### config.mk
export PLATFORM = sky130hd
export DESIGN_NAME = load_extend_unit
export DESIGN_NICKNAME = d
export VERILOG_FILES = /design/src/rtl/cpu_ext_pkg.sv /design/src/rtl/ext_lane_core.sv /design/src/rtl/load_extend_unit.sv
export SDC_FILE = /design/constraint.sdc
export NUM_CORES = 1
export LEC_CHECK = 0
export CORE_MARGIN = 5
export CORE_UTILIZATION = 31
export DETAILED_ROUTE_END_ITERATION = 8
export PLACE_DENSITY_LB_ADDON = 0.25
export REMOVE_ABC_BUFFERS = 1
export SLEW_MARGIN = 10
export SYNTH_ARGS = -nofsm -noshare
export SYNTH_HDL_FRONTEND = slang
export SYNTH_HIERARCHICAL = 1
export SYNTH_SLANG_ARGS = --single-unit
### constraint.sdc
create_clock -name clk -period 1.5 [get_ports clk]
set_clock_uncertainty 0.2 [all_clocks]
set_input_delay 0.3 -clock clk [delete_from_list [all_inputs] [get_ports clk]]
set_output_delay 0.3 -clock clk [all_outputs]
set_load 0.05 [all_outputs]
### src/rtl/cpu_ext_pkg.sv
`default_nettype none
// +----------------------------------------------------------------------------+
// | cpu_ext_pkg: size/mode codes and alignment check for load-data extension   |
// | Revision: 1.0                                                              |
// +----------------------------------------------------------------------------+
package cpu_ext_pkg;

   typedef enum logic [1:0] {
      SZ_BYTE = 2'd0,
      SZ_HALF = 2'd1,
      SZ_WORD = 2'd2,
      SZ_RSVD = 2'd3
   } size_e;

   typedef enum logic [1:0] {
      EXT_ZERO  = 2'd0,
      EXT_SIGN  = 2'd1,
      EXT_UPPER = 2'd2,
      EXT_RSVD  = 2'd3
   } mode_e;

   // Offset is passed zero-extended so the check works for any datapath width.
   function automatic logic is_misaligned(input size_e size, input logic [7:0] off);
      logic r;
      r = 1'b0;
      case (size)
         SZ_BYTE: r = 1'b0;
         SZ_HALF: r = off[0];
         SZ_WORD: r = (off != 8'd0);
         default: r = 1'b1;
      endcase
      return r;
   endfunction

endpackage
`default_nettype wire

### src/rtl/ext_lane_core.sv
`default_nettype none
// +----------------------------------------------------------------------------+
// | ext_lane_core: combinational lane select, zero/sign/upper extension and    |
// | misalignment detection. Revision: 1.0                                      |
// +----------------------------------------------------------------------------+
module ext_lane_core
   import cpu_ext_pkg::*;
#(
   parameter int DATA_W = 32,
   localparam int OFF_W = $clog2(DATA_W/8)
) (
   input  logic [DATA_W-1:0] data,
   input  logic [OFF_W-1:0]  offset,
   input  logic [1:0]        size,
   input  logic [1:0]        mode,
   output logic [DATA_W-1:0] result,
   output logic              misalign
);

   localparam logic [DATA_W-1:0] c_BYTE_MASK = DATA_W'(8'hFF);
   localparam logic [DATA_W-1:0] c_HALF_MASK = DATA_W'(16'hFFFF);

   size_e               w_size;
   mode_e               w_mode;
   logic [DATA_W-1:0]   w_shifted;
   logic [DATA_W-1:0]   w_mask;
   logic [DATA_W-1:0]   w_ext;
   logic                w_sign;
   logic                w_mis;

   assign w_size    = size_e'(size);
   assign w_mode    = mode_e'(mode);
   assign w_shifted = data >> {offset, 3'b000};
   assign w_mis     = is_misaligned(w_size, 8'(offset));

   // Lane bits are kept by the mask; the complement of the mask is the fill region.
   always_comb begin
      w_mask = '1;
      w_sign = 1'b0;
      case (w_size)
         SZ_BYTE: begin
            w_mask = c_BYTE_MASK;
            w_sign = w_shifted[7];
         end
         SZ_HALF: begin
            w_mask = c_HALF_MASK;
            w_sign = w_shifted[15];
         end
         default: begin
            w_mask = '1;
            w_sign = 1'b0;
         end
      endcase
      w_ext = w_shifted & w_mask;
      if (w_mode == EXT_SIGN && w_sign)
         w_ext = w_ext | ~w_mask;
   end

   always_comb begin
      result   = '0;
      misalign = 1'b0;
      if (w_mode == EXT_UPPER) begin
         result   = {data[DATA_W/2-1:0], {(DATA_W/2){1'b0}}};
         misalign = 1'b0;
      end else if (w_mis) begin
         result   = '0;
         misalign = 1'b1;
      end else begin
         result   = w_ext;
         misalign = 1'b0;
      end
   end

endmodule
`default_nettype wire

### src/rtl/load_extend_unit.sv
`default_nettype none
// +----------------------------------------------------------------------------+
// | load_extend_unit: registered load-data extension with a 2-entry skid       |
// | buffer on valid/ready handshakes. Revision: 1.0                            |
// +----------------------------------------------------------------------------+
module load_extend_unit
   import cpu_ext_pkg::*;
#(
   parameter int DATA_W = 32,
   localparam int OFF_W = $clog2(DATA_W/8)
) (
   input  logic              clk,
   input  logic              rst_n,
   input  logic              in_valid,
   output logic              in_ready,
   input  logic [DATA_W-1:0] in_data,
   input  logic [OFF_W-1:0]  in_offset,
   input  logic [1:0]        in_size,
   input  logic [1:0]        in_mode,
   output logic              out_valid,
   input  logic              out_ready,
   output logic [DATA_W-1:0] out_data,
   output logic              out_misalign
);

   logic [DATA_W-1:0] w_res_data;
   logic              w_res_mis;
   logic              w_accept;
   logic              w_out_free;

   logic              r_out_valid;
   logic [DATA_W-1:0] r_out_data;
   logic              r_out_mis;
   logic              r_skid_valid;
   logic [DATA_W-1:0] r_skid_data;
   logic              r_skid_mis;

   ext_lane_core #(
      .DATA_W (DATA_W)
   ) u_core (
      .data     (in_data),
      .offset   (in_offset),
      .size     (in_size),
      .mode     (in_mode),
      .result   (w_res_data),
      .misalign (w_res_mis)
   );

   assign in_ready   = !r_skid_valid;
   assign w_accept   = in_valid && !r_skid_valid;
   assign w_out_free = !r_out_valid || out_ready;

   // A full skid implies in_ready is low, so accept and skid drain never coincide.
   always_ff @(posedge clk or negedge rst_n) begin
      if (!rst_n) begin
         r_out_valid  <= 1'b0;
         r_out_data   <= '0;
         r_out_mis    <= 1'b0;
         r_skid_valid <= 1'b0;
         r_skid_data  <= '0;
         r_skid_mis   <= 1'b0;
      end else if (w_out_free) begin
         if (r_skid_valid) begin
            r_out_valid  <= 1'b1;
            r_out_data   <= r_skid_data;
            r_out_mis    <= r_skid_mis;
            r_skid_valid <= 1'b0;
         end else if (w_accept) begin
            r_out_valid <= 1'b1;
            r_out_data  <= w_res_data;
            r_out_mis   <= w_res_mis;
         end else begin
            r_out_valid <= 1'b0;
         end
      end else if (w_accept) begin
         r_skid_valid <= 1'b1;
         r_skid_data  <= w_res_data;
         r_skid_mis   <= w_res_mis;
      end
   end

   assign out_valid    = r_out_valid;
   assign out_data     = r_out_data;
   assign out_misalign = r_out_mis;

endmodule
`default_nettype wire

== After elaboration in Yosys (flattened, before gate mapping) ==
Index checks and enable logic that the tools add are counted.

* Output and inout port bits: 35
* Input port bits: 42
* Word-level logic and storage cells: 42
* Register bits after elaboration: 68

* Shift-type cells: 1
* Equal/unequal tests: 4
* Multiplexer cells: 16
* Bitwise operators: 4
* Reductions and logical operators: 11

{| class="wikitable"
|+ Operator list
! kind !! count
|-
| $mux 32 || 5
|-
| $pmux 32 s2 || 1
|-
| $and 32x32->32 || 1
|-
| $not 32->32 || 1
|-
| $or 32x32->32 || 1
|-
| $shr 32x5->32 || 1
|-
| $mux 1 || 8
|-
| $reduce_bool 2->1 || 3
|-
| $eq 2x1->1 const B || 2
|-
| $eq 2x2->1 const B || 2
|-
| $reduce_and 2->1 || 2
|-
| $pmux 1 s3 || 1
|-
| $logic_and 1x1->1 || 2
|-
| $logic_not 1->1 || 2
|-
| $logic_not 2->1 || 1
|-
| $pmux 1 s2 || 1
|-
| $logic_or 1x1->1 || 1
|-
| $not 1->1 || 1
|}

== Depth between registers and ports, before layout ==
* Depth after elaboration: 9
* Depth in mapped cells: 7
* Gate-level depth less buffers: 5

== By module ==
The synthesis kept the hierarchy.

{| class="wikitable"
|+ By module, submodules not included
! module !! cells an instance !! times used !! area each (um2)
|-
| load_extend_unit || 185 || 1 || 2984.1
|-
| ext_lane_core || 115 || 1 || 932.1
|}

== Worst setup path before layout ==
Ideal clock, no wire load.

* Path kind: input-to-reg
* Start: in in_offset[1]
* End: reg r_out_data[6] (netlist: out_data[6])
* Arrival time: 1.677 ns
* Required time: 1.175 ns
* Setup slack: -0.501 ns
* Stages: 6
* Cells stage by stage: buf_6 > buf_6 > mux4_2 > nor2b_1 > mux2_2 > mux2_2

* Cells in the longest elaborated chain, start to end: 8

{| class="wikitable"
|+ Ends and longest elaborated chain
! item !! line !! source
|-
| start: declaration || load_extend_unit.sv:17 || <nowiki>input logic [OFF_W-1:0] in_offset,</nowiki>
|-
| $shr 32x5->32 || ext_lane_core.sv:33 || <nowiki>assign w_shifted = data >> {offset, 3'b000};</nowiki>
|-
| $pmux 1 s2 / $and 32x32->32 (equally long branches) || ext_lane_core.sv:40, ext_lane_core.sv:54 ||
|-
| $logic_and 1x1->1 / $or 32x32->32 (equally long branches) || ext_lane_core.sv:55, ext_lane_core.sv:56 ||
|-
| $mux 32 || ext_lane_core.sv:55 || <nowiki>if (w_mode == EXT_SIGN && w_sign)</nowiki>
|-
| $mux 32 * || ext_lane_core.sv:65 || <nowiki>end else if (w_mis) begin</nowiki>
|-
| $mux 32 * || ext_lane_core.sv:62 || <nowiki>if (w_mode == EXT_UPPER) begin</nowiki>
|-
| via w_res_data[6] || load_extend_unit.sv:26 || <nowiki>logic [DATA_W-1:0] w_res_data;</nowiki>
|-
| $mux 32 * || load_extend_unit.sv:68 || <nowiki>end else if (w_accept) begin</nowiki>
|-
| $mux 32 * || load_extend_unit.sv:63 || <nowiki>if (r_skid_valid) begin</nowiki>
|-
| end signal: assignment || load_extend_unit.sv:65 || <nowiki>r_out_data <= r_skid_data;</nowiki>
|-
| end signal: assignment || load_extend_unit.sv:70 || <nowiki>r_out_data <= w_res_data;</nowiki>
|-
| end: declaration || load_extend_unit.sv:32 || <nowiki>logic [DATA_W-1:0] r_out_data;</nowiki>
|}

The timed path passes the listed nets; every way through them passes the cells marked *. The select of a mux whose other input is x is not followed.
A chain may end at the register's enable or synchronous reset.

== Final worst setup path ==
* Start: in in_offset[1]
* End: reg r_out_data[30] (netlist: out_data[30])

Same word-level chain as after synthesis.

==> reports/results.ini <==
[routing]
drt_wl_total_um=12000
drt_iter0_markers=143
post_drt_via_cell_ratio=5.02
vias=3095
drc=0
wire_per_inst_um=19.5
ant_nets=0
drt_first_pass_iters=4

[finish]
fin_util_pct=54.7
areaGrowthSynthToFinish_pct=74.8
drive_above_1_share_pct=63.8
multi_input_area_um2=2550
fillCellCount=1017
final_cell_area_um2=6850
diodes=0
nets=482
seq_area_um2=1700

[synthesis]
async_flop_share_pct=100
synth-seq-cells=68
syn_inst=300
netlist.area_leader.share_pct=43.5
muxShareOfSynthArea_pct=36.3
synth_common_cells=mux2_2 (97), dfrtp_1 (68), nand2_1 (17), nand4_1 (16), nand3_1 (15)
synth_top_family_by_area=multiplexers
yosys_most_used_dff=dfrtp_1
synth_area_leaders=dfrtp_1 (43%), mux2_2 (28%), mux4_1 (4.0%)
synth.most_common_cell=mux2_2
synthAdderAreaFrac_pct=0
ys_types=32
syn_area_um2=3920
synth_compound_area_share_pct=3.87
synth_seq_area_share_pct=43.5
synth_simple_gate_area_share_pct=10.9
ys_warn_count=6
avgSynthCellArea_um2=13.1
synth_edf_count=0
synthXorXnorAreaFrac_pct=0
synth_top_cell_by_area=dfrtp_1

[setup_path]
critPathKind=in2reg
worst_setup_path_start_kind=input port
cp-end-kind=flop
crit_fanout=6
cpMostUsedCell=mux2_4
crit_required_ns=1.52
path_cells=buf_8 -> mux4_2 -> nand3b_4 -> buf_6 -> buf_12 -> nand4_1 -> mux2_4 -> mux2_4
cpLargestDelayFamily=multiplexers
cp_slowest_cell=mux4_2
max_stage_delay_ns=0.54
path_buf_inv=3
worstPathArrival_ns=2.04

[power]
power_density_nw_per_um2=1120
p_leak_nw=3.21
ir_drop_mv=0.618

[sta]
worst_slack_ns=-0.520
post-route-min-period_ns=2.02
setup_viol=68
rsz0062_at_grt=yes
finalMaxSlewViolations=0
hold_ws_ns=0.181
max_freq_mhz=495
slew_headroom_pct=75.1
tightest_slew_ns=0.374
post-route-period-util_pct=135
setup_tns_ns=-19.19
finalHoldViolCount=0

[clock_network]
cts_tree=built
clockRootBuffer=clkbuf_16
cts_buffers=9
ctsLongestPathBuffers=2
htreeDepth=3
clk_latency_ns=0.34
cts.sink_count=68
cts.clk_slew.worst_paths_ns=0.06

[floorplan]
rows=41
chipWidth_um=122
io_pins=77
start_util_pct=31.3
fp.dieH_um=122
fp.dieArea_um2=15000
core_area_um2=12500

[outcome]
violations=negative setup slack
status=finished with violations

[min_path]
hold_path.class=in2reg

[global_routing]
grt_pass1_vias=3318
antenna_found_initial=0
track_usage_pct=15.9
grt_pass1_wl_um=18300
grt-ovfl-total=0
grt_max_degree=69

[place]
dp_hpwl_um=7040
gp_congestion=0.812
place_area_um2=5460
io_buffers=76

[run]
drv_cap=0

path summary, 6_finish.rpt:
path                                   to  slack (ns)      startpoint  cells after the start
hold reg to reg            r_skid_data[9]        0.31  r_skid_data[9]                      1
max in group asynchronous    out_data[15]        0.48           rst_n                      3
setup reg to reg              out_data[9]       -0.24       out_valid                      5
hold / removal                  out_valid        0.18        in_valid                      3
setup / recovery             out_data[30]       -0.52    in_offset[1]                      8
min in group asynchronous  r_skid_data[7]        0.32           rst_n                      3
registers in the layout, indices dropped and copies added (netlist names):
name	count
out_data	32
r_skid_data	32
out_misalign	1
out_valid	1
r_skid_mis	1
r_skid_valid	1
worst register-to-register path, cell delays in order, from the launching register on:
cell and delay [ns]:
dfrtp_1 0.42, nand2b_4 0.10, buf_4 0.11, o21a_1 0.19, buf_12 0.24, mux2_2 0.38
cell families after synthesis:
kind of cell	count (synthesis)
multiplexers	116
AND/OR/NAND/NOR	69
buffers and inverters	26
flip-flops	68
AO/OA/AOI/OAI	21
report_power, final:
part / switching (mW) / internal [mW]
logic: 1.21 / 1.58
clock network: 0.817 / 1.67
registers: 0.260 / 2.14
total: 2.29 / 5.38
per-layer routing:
layer  part of all wire (%)  GRT usage, %  vias to the layer above
met5                      0             0                        -
met4                    3.2          6.58                        0
met3                    4.0          3.09                       27
met2                     52          27.1                       86
met1                     41          19.7                     1588
li1                       -             -                     1394
cell usage in the layout (no fill, tap or decap), drive strengths merged:
cell type | netlist | layout
nand3b | 1 | 1
nor4b | 1 | 1
nand4b | 1 | 1
a2bb2oi | 8 | 8
nand4 | 16 | 16
clkdlybuf4s15 | 0 | 3
buf | 21 | 117
mux2 | 100 | 100
o21ai | 10 | 10
nand3 | 17 | 17
dlygate4sd2 | 0 | 32
inv | 2 | 2
o2111ai | 1 | 1
dlygate4sd3 | 0 | 1
nand2 | 17 | 17
o21a | 1 | 1
a21oi | 1 | 1
clkinvlp | 0 | 1
bufinv | 0 | 3
dfrtp | 68 | 68
nor3b | 2 | 2
mux4 | 8 | 8
nand2b | 2 | 2
clkbuf | 3 | 10
nor2 | 3 | 3
nor2b | 9 | 9
mux2i | 8 | 8
clkinv | 0 | 2
area by class of cell:
class / count / area share [%]
flip-flops and latches: 68 / 24.9
multi-input cells: 206 / 37.2
clock inverters: 6 / 1.63
inverters: 2 / 0.183
repair buffers: 153 / 29.5
well taps: 172 / 3.14
clock buffers: 10 / 3.49
per-stage QoR:
| step | power [mW] | std cells | setup WS, ns |
|---|---|---|---|
| finish | 7.68 | 617 | -0.520 |
| global route | 7.96 | 617 | -0.528 |
| CTS | 7.56 | 612 | -0.472 |
| detailed placement | 4.71 | 568 | -1.22 |
| global placement | 4.68 | 568 | -1.20 |
| floorplan | 3.48 | 276 | -1.24 |
timing repair:
action | CTS | global route
pin swaps | 6 | 3
hold buffers | 1 | 0
cloned | 7 | 0
setup endpoints to repair | 68 | 68
resized for setup | 191 | 52
buffers inserted | 22 | 9
endpoints found under the hold margin | 68 | 0
Power figures use the tool's default switching activity.
